[src/rtl/gru_pkg.sv]
// Shared GRU frame constants, FSM state encoding and counter sizing helper.
// Pure declarations: no logic, no latency, no flow control.
package gru_pkg;

   localparam int FIXED_DEF      = 32;
   localparam int NB_INPUTS_DEF  = 24;
   localparam int NB_NEURONS_DEF = 24;

   typedef enum logic [1:0] {
      LOAD  = 2'd0,
      START = 2'd1,
      WAIT  = 2'd2,
      DRAIN = 2'd3
   } gru_fsm_e;

   // Width of a counter that must index the larger of the two vectors.
   function automatic int cnt_width(input int a, input int b);
      int m;
      m = (a > b) ? a : b;
      return (m > 1) ? $clog2(m) : 1;
   endfunction

endpackage

[src/rtl/gru_frame_io_if.sv]
// Bundles the input stream, GRU core hookup and output stream of gru_frame_io.
// slave is the block's own view; master is the view of whatever drives it.
interface gru_frame_io_if #(
   parameter int FIXED      = gru_pkg::FIXED_DEF,
   parameter int NB_INPUTS  = gru_pkg::NB_INPUTS_DEF,
   parameter int NB_NEURONS = gru_pkg::NB_NEURONS_DEF
);

   logic                          in_valid;
   logic                          in_ready;
   logic [FIXED-1:0]              in_data;
   logic                          in_last;

   logic [NB_INPUTS*FIXED-1:0]    gru_input;
   logic                          gru_start;
   logic                          gru_done;
   logic [NB_NEURONS*FIXED-1:0]   gru_state;

   logic                          out_valid;
   logic                          out_ready;
   logic [FIXED-1:0]              out_data;
   logic                          out_last;
   logic                          frame_err;

   modport slave (
      input  in_valid, in_data, in_last,
      input  gru_done, gru_state,
      input  out_ready,
      output in_ready,
      output gru_input, gru_start,
      output out_valid, out_data, out_last, frame_err
   );

   modport master (
      output in_valid, in_data, in_last,
      output gru_done, gru_state,
      output out_ready,
      input  in_ready,
      input  gru_input, gru_start,
      input  out_valid, out_data, out_last, frame_err
   );

endinterface

[src/rtl/gru_frame_io.sv]
// Gathers a framed word stream into the GRU input vector, fires one start per good frame and streams back the state.
// Start one cycle after the final input word; output one cycle after gru_done; in_ready low outside LOAD, output holds while out_ready=0.
module gru_frame_io
   import gru_pkg::*;
#(
   parameter int FIXED      = FIXED_DEF,
   parameter int NB_INPUTS  = NB_INPUTS_DEF,
   parameter int NB_NEURONS = NB_NEURONS_DEF
) (
   input  logic           clk,
   input  logic           rst,
   gru_frame_io_if.slave  io
);

   localparam int            CW       = cnt_width(NB_INPUTS, NB_NEURONS);
   localparam logic [CW-1:0] IDX_LAST = CW'(NB_INPUTS - 1);
   localparam logic [CW-1:0] ODX_LAST = CW'(NB_NEURONS - 1);

   gru_fsm_e                    state;
   logic [CW-1:0]               idx;
   logic [CW-1:0]               odx;
   logic [NB_INPUTS*FIXED-1:0]  gru_input_q;
   logic [NB_NEURONS*FIXED-1:0] snapshot;
   logic                        gru_start_q;
   logic                        out_valid_q;
   logic                        out_last_q;
   logic                        frame_err_q;
   logic                        in_hs;
   logic                        out_hs;

   // Gated by rst so the block is not ready while held in reset, and ready on the first cycle after.
   assign io.in_ready  = (state == LOAD) && !rst;
   assign in_hs        = io.in_valid && io.in_ready;
   assign out_hs       = out_valid_q && io.out_ready;

   assign io.gru_input = gru_input_q;
   assign io.gru_start = gru_start_q;
   assign io.out_valid = out_valid_q;
   assign io.out_last  = out_last_q;
   assign io.frame_err = frame_err_q;
   assign io.out_data  = snapshot[odx*FIXED +: FIXED];

   always_ff @(posedge clk or posedge rst) begin
      if (rst) begin
         state       <= LOAD;
         idx         <= '0;
         odx         <= '0;
         gru_input_q <= '0;
         snapshot    <= '0;
         gru_start_q <= 1'b0;
         out_valid_q <= 1'b0;
         out_last_q  <= 1'b0;
         frame_err_q <= 1'b0;
      end else begin
         gru_start_q <= 1'b0;
         frame_err_q <= 1'b0;
         case (state)
            LOAD: begin
               if (in_hs) begin
                  gru_input_q[idx*FIXED +: FIXED] <= io.in_data;
                  if (idx == IDX_LAST && io.in_last) begin
                     idx         <= '0;
                     gru_start_q <= 1'b1;
                     state       <= START;
                  end else if (idx == IDX_LAST || io.in_last) begin
                     // Short or unterminated frame: drop it; its words get overwritten by the next one.
                     idx         <= '0;
                     frame_err_q <= 1'b1;
                  end else begin
                     idx <= idx + 1'b1;
                  end
               end
            end
            START: begin
               state <= WAIT;
            end
            WAIT: begin
               if (io.gru_done) begin
                  snapshot    <= io.gru_state;
                  odx         <= '0;
                  out_valid_q <= 1'b1;
                  out_last_q  <= (ODX_LAST == '0);
                  state       <= DRAIN;
               end
            end
            DRAIN: begin
               if (out_hs) begin
                  if (odx == ODX_LAST) begin
                     odx         <= '0;
                     out_valid_q <= 1'b0;
                     out_last_q  <= 1'b0;
                     state       <= LOAD;
                  end else begin
                     odx        <= odx + 1'b1;
                     out_last_q <= ((odx + 1'b1) == ODX_LAST);
                  end
               end
            end
            default: begin
               state <= LOAD;
            end
         endcase
      end
   end

endmodule

[src/flat_wrapper.sv]
// flat-port wrapper written by rule: the top's interface ports become plain ports
module gru_frame_io_flat import gru_pkg::*;
#(
   parameter int FIXED      = FIXED_DEF,
   parameter int NB_INPUTS  = NB_INPUTS_DEF,
   parameter int NB_NEURONS = NB_NEURONS_DEF
)
  (clk, rst, io_in_valid, io_in_data, io_in_last, io_gru_done, io_gru_state, io_out_ready, io_in_ready, io_gru_input, io_gru_start, io_out_valid, io_out_data, io_out_last, io_frame_err);
  gru_frame_io_if #(.FIXED(FIXED), .NB_INPUTS(NB_INPUTS), .NB_NEURONS(NB_NEURONS)) io_i ();
  input  logic clk;
  input  logic rst;
  input wire logic [$bits(io_i.in_valid)-1:0] io_in_valid;
  input wire logic [$bits(io_i.in_data)-1:0] io_in_data;
  input wire logic [$bits(io_i.in_last)-1:0] io_in_last;
  input wire logic [$bits(io_i.gru_done)-1:0] io_gru_done;
  input wire logic [$bits(io_i.gru_state)-1:0] io_gru_state;
  input wire logic [$bits(io_i.out_ready)-1:0] io_out_ready;
  output wire logic [$bits(io_i.in_ready)-1:0] io_in_ready;
  output wire logic [$bits(io_i.gru_input)-1:0] io_gru_input;
  output wire logic [$bits(io_i.gru_start)-1:0] io_gru_start;
  output wire logic [$bits(io_i.out_valid)-1:0] io_out_valid;
  output wire logic [$bits(io_i.out_data)-1:0] io_out_data;
  output wire logic [$bits(io_i.out_last)-1:0] io_out_last;
  output wire logic [$bits(io_i.frame_err)-1:0] io_frame_err;
  assign io_i.in_valid = io_in_valid;
  assign io_i.in_data = io_in_data;
  assign io_i.in_last = io_in_last;
  assign io_i.gru_done = io_gru_done;
  assign io_i.gru_state = io_gru_state;
  assign io_i.out_ready = io_out_ready;
  assign io_in_ready = io_i.in_ready;
  assign io_gru_input = io_i.gru_input;
  assign io_gru_start = io_i.gru_start;
  assign io_out_valid = io_i.out_valid;
  assign io_out_data = io_i.out_data;
  assign io_out_last = io_i.out_last;
  assign io_frame_err = io_i.frame_err;
  gru_frame_io #(.FIXED(FIXED), .NB_INPUTS(NB_INPUTS), .NB_NEURONS(NB_NEURONS)) u_core (.clk(clk), .rst(rst), .io(io_i));
endmodule
[config.mk]
export PLATFORM = sky130hd
export DESIGN_NAME = gru_frame_io_flat
export DESIGN_NICKNAME = d
export VERILOG_FILES = /design/src/rtl/gru_pkg.sv /design/src/rtl/gru_frame_io_if.sv /design/src/rtl/gru_frame_io.sv /design/src/flat_wrapper.sv
export SDC_FILE = /design/constraint.sdc
export NUM_CORES = 2
export LEC_CHECK = 0
export CAP_MARGIN = 40
export CORE_AREA = 2 2 625 627
export CTS_BUF_LIST = sky130_fd_sc_hd__clkbuf_16
export CTS_CLUSTER_DIAMETER = 30
export CTS_CLUSTER_SIZE = 8
export DETAILED_ROUTE_END_ITERATION = 8
export DIE_AREA = 0 0 627 629
export PLACE_DENSITY = 0.41
export SLEW_MARGIN = 20
export SYNTH_ARGS = -nofsm -noshare
export SYNTH_HDL_FRONTEND = slang
export SYNTH_SLANG_ARGS = --single-unit
[constraint.sdc]
create_clock -name clk -period 60.6 [get_ports clk]
set_clock_uncertainty 0.1 [all_clocks]
set_input_delay 12.12 -clock clk [delete_from_list [all_inputs] [get_ports clk]]
set_output_delay 12.12 -clock clk [all_outputs]
set_load 0.02 [all_outputs]
==> summary.md <==
| Metric | Value |
|---|---|
| Global Route Usage Sum | 0.173 |
| Hold-fix buffers, CTS | 0 |
| Area of the core | 388,000 sq um |
| Crit start category | input port |
| Post-CTS Resized | 0 |
| Die width | 627 um |
| Min Tclk post-route | 25.84 ns |
| Clk_lat worst skew | 0.92 ns |
| Worst reg2reg startpoint | u_core.idx[0] |
| Die Span Y | 629 um |
| Synth warn | 0 |
| Layout cells sized above 1 | 0.297 |
| Worst EP required | 48.38 ns |
| Row cnt | 229 |
| Flops & latches, synth | 1,552 |
| Outcome | complete, no violations |
| Detail Route Antenna Nets | 0 |
| Reg-to-reg slack, setup | 55.45 ns |
| Number of enable flip-flop cells after synthesis | 0 |
| Hold path start | u_core.io.gru_input[30] |
| HPWL after detailed placement | 268,000 um |
| GP Congestion | 0.810 |
| Top_reg_cell synth | dfrtp_1 |
| CP endpoint kind | primary output |
| CTS tree | done |
| Vias in the first global route | 53,900 |
| Grt ovf | 0 |
| Mapped Cells | 4,902 |
| Crit path from | rst |
| R2r endpoint | u_core.io.gru_input[636] |
| Via density | 4.07 |
| CTS Sinks | 1,552 |
| Max Root-Sink Buffers | 4 |
| Remaining DRCs | 0 |
| Worst hold path type | flip-flop to flip-flop |
| Largest net degree at the start of global routing | 160 |
| Critical Path AT | 13.62 ns |
| P_leak | 44.7 nW |
| Clk pin slew, worst setup/hold paths | 0.04 ns |
| Final setup vio count | 0 |
| DIE AREA | 394,000 sq um |
| Mean Syn Cell Area | 13.6 sq um |
| Fraction of registers with async set/reset | 1.00 |
| Mapped Nets | 5,718 |
| Power Density | 51.8 nW/um^2 |
| RSZ-0062 raised after global routing | no |
| Fin util | 0.272 |
| Mapped Area | 66,700 sq um |
| Starting DRT DRC Count | 2,752 |
| Pre-antenna DRT Iters | 5 |
| CTS root buffer | clkbuf_16 |
| Total Wirelength | 352,000 um |
| Layout net count | 7,578 |
| Slew of the pin with the lowest slew margin | 0.979 ns |
| Final period utilization | 0.426 |
| Highest clock rate | 0.0387 GHz |
| Path depth of the worst reg2reg path | 11 |
| Peak VDD IR | 0.0385 mV |
| Cts bufs inserted | 463 |
| Worst-path fanout max | 6 |
| Post-CTS Setup Bufs | 0 |
| Vias | 50,400 |
| Total of max-cap violations | 0 |
| Top Ports | 1,611 |
| Effective utilization at floorplan | 0.172 |
| Global-route wire length before repair | 472,000 um |
| Setup tns final | 0 ns |
| Hold Violations, Final | 0 |
| Hold path depth | 2 |
| Wire length per cell | 28.4 um |
| Sequential fraction of the synthesis area | 0.582 |
| Crit Path Category | input port to primary output |
| WHS Endpoint | u_core.io.gru_input[30] |
| H-tree levels | 5 |
| I/O Buffers | 1,610 |
| Area growth syn-to-layout | 58.1% |
| Slew margin rel. | 0.347 |
| Initial antenna violation count | 184 |
| Library cells used by synthesis | 62 |
| Final Max Tran Viols | 0 |
[how the worst max path moves through the flow]
stage	end	slack [ns]	cells past startpoint
final	io_in_ready	34.76	3
after global routing	io_in_ready	34.68	3
after CTS	io_in_ready	34.72	3
after detailed placement	io_in_ready	34.73	3
after global placement	io_in_ready	34.70	3
after floorplan	u_core.idx[0]	4.59	1
[cell usage after synthesis (all sizes together) (12+ instances only)]
cell type / count / area, sq um
dfrtp: 1552 / 38800
mux2: 1240 / 14400
o21ai: 476 / 2380
nand2: 282 / 1060
clkbuf: 270 / 1010
mux2i: 265 / 2660
buf: 125 / 762
nand3: 99 / 495
a22oi: 96 / 721
and2: 93 / 582
mux4: 64 / 1440
o31ai: 58 / 449
nand2b: 32 / 200
o211ai: 32 / 240
and3: 31 / 194
a21oi: 29 / 145
nor2: 25 / 93.8
inv: 18 / 67.6
a22o: 16 / 140
nor3: 13 / 81.3
a221oi: 12 / 105
[layout by cell type, fill, tap and decap left out, types with 16 or more instances in the layout]
cell / count
a22oi_1: 96
dfrtp_1: 1549
clkbuf_16: 464
mux2_2: 1027
nand2_1: 279
clkinv_1: 118
mux2_1: 100
buf_4: 117
inv_1: 90
and3_1: 30
buf_2: 20
mux2i_1: 263
clkinv_16: 17
o21ai_1: 92
clkdlybuf4s50_1: 1590
diode_2: 55
nor2_1: 19
bufinv_16: 58
a22o_1: 16
mux4_2: 64
a21oi_1: 29
clkinv_2: 107
mux2_4: 113
o31ai_1: 57
nand3_1: 97
buf_12: 28
nand2b_1: 31
o211ai_1: 32
buf_16: 29
and2_1: 89
o21ai_0: 384
[flip-flops by register name, summed over array words and instances (netlist names)]
name and flops:
u_core.io.gru_input 768, u_core.snapshot 768, u_core.idx 5, u_core.odx 5, u_core.state 2, u_core.io.frame_err 1
u_core.io.gru_start 1, u_core.io.out_last 1, u_core.io.out_valid 1
[metrics by stage]
stage / worst slack (ns) / std cells / hold WS, ns / area, sq um / power, mW
finish: 34.76 / 12400 / 0.373 / 105000 / 5.46
floorplan: 4.59 / 4902 / 0.374 / 66700 / 2.38
detailed placement: 34.73 / 11500 / 0.369 / 89700 / 3.17
global placement: 34.70 / 11400 / 0.367 / 88600 / 3.11
global route: 34.68 / 12400 / 0.397 / 105000 / 5.71
CTS: 34.72 / 12300 / 0.378 / 105000 / 5.56
[per-layer routing]
layer / track usage / share of wire
met1: 0.178 / 0.35
met2: 0.326 / 0.54
met3: 0.0552 / 0.075
met4: 0.0582 / 0.035
met5: 0 / 0.0026
[power by group]
group	internal (mW)	switching [mW]	total (mW)
Clock	1.61	0.733	2.35
Combinational	0.706	0.853	1.56
Sequential	1.36	0.188	1.55
[area by class of cell]
class | instances | area [sq um]
fillers | 39900 | 282000
flip-flops and latches | 1552 | 38800
multi-input cells | 2937 | 26200
repair buffers | 1790 | 18300
clock buffers | 464 | 11600
well taps | 5197 | 6500
clock inverters | 396 | 3740
diodes | 55 | 138
inverters | 18 | 75.1
[kinds of logic (layout without fill, tap and decap cells)]
logic type,Yosys count,count (layout),share of synthesized area
flops,1552,1552,0.582
compound gates,727,727,0.0638
simple gates,627,627,0.0467
xor+xnor,4,4,0.000638
fa+ha+maj,10,10,0.00188
buf+inv,413,2668,0.0276
other cells,0,55,0
mux,1569,1569,0.277
[worst max-delay path, cell delays in order]
cell	delay, ns
clkdlybuf4s50_1	0.65
nor2b_1	0.23
clkdlybuf4s50_1	0.62
Power figures use the tool's default switching activity.
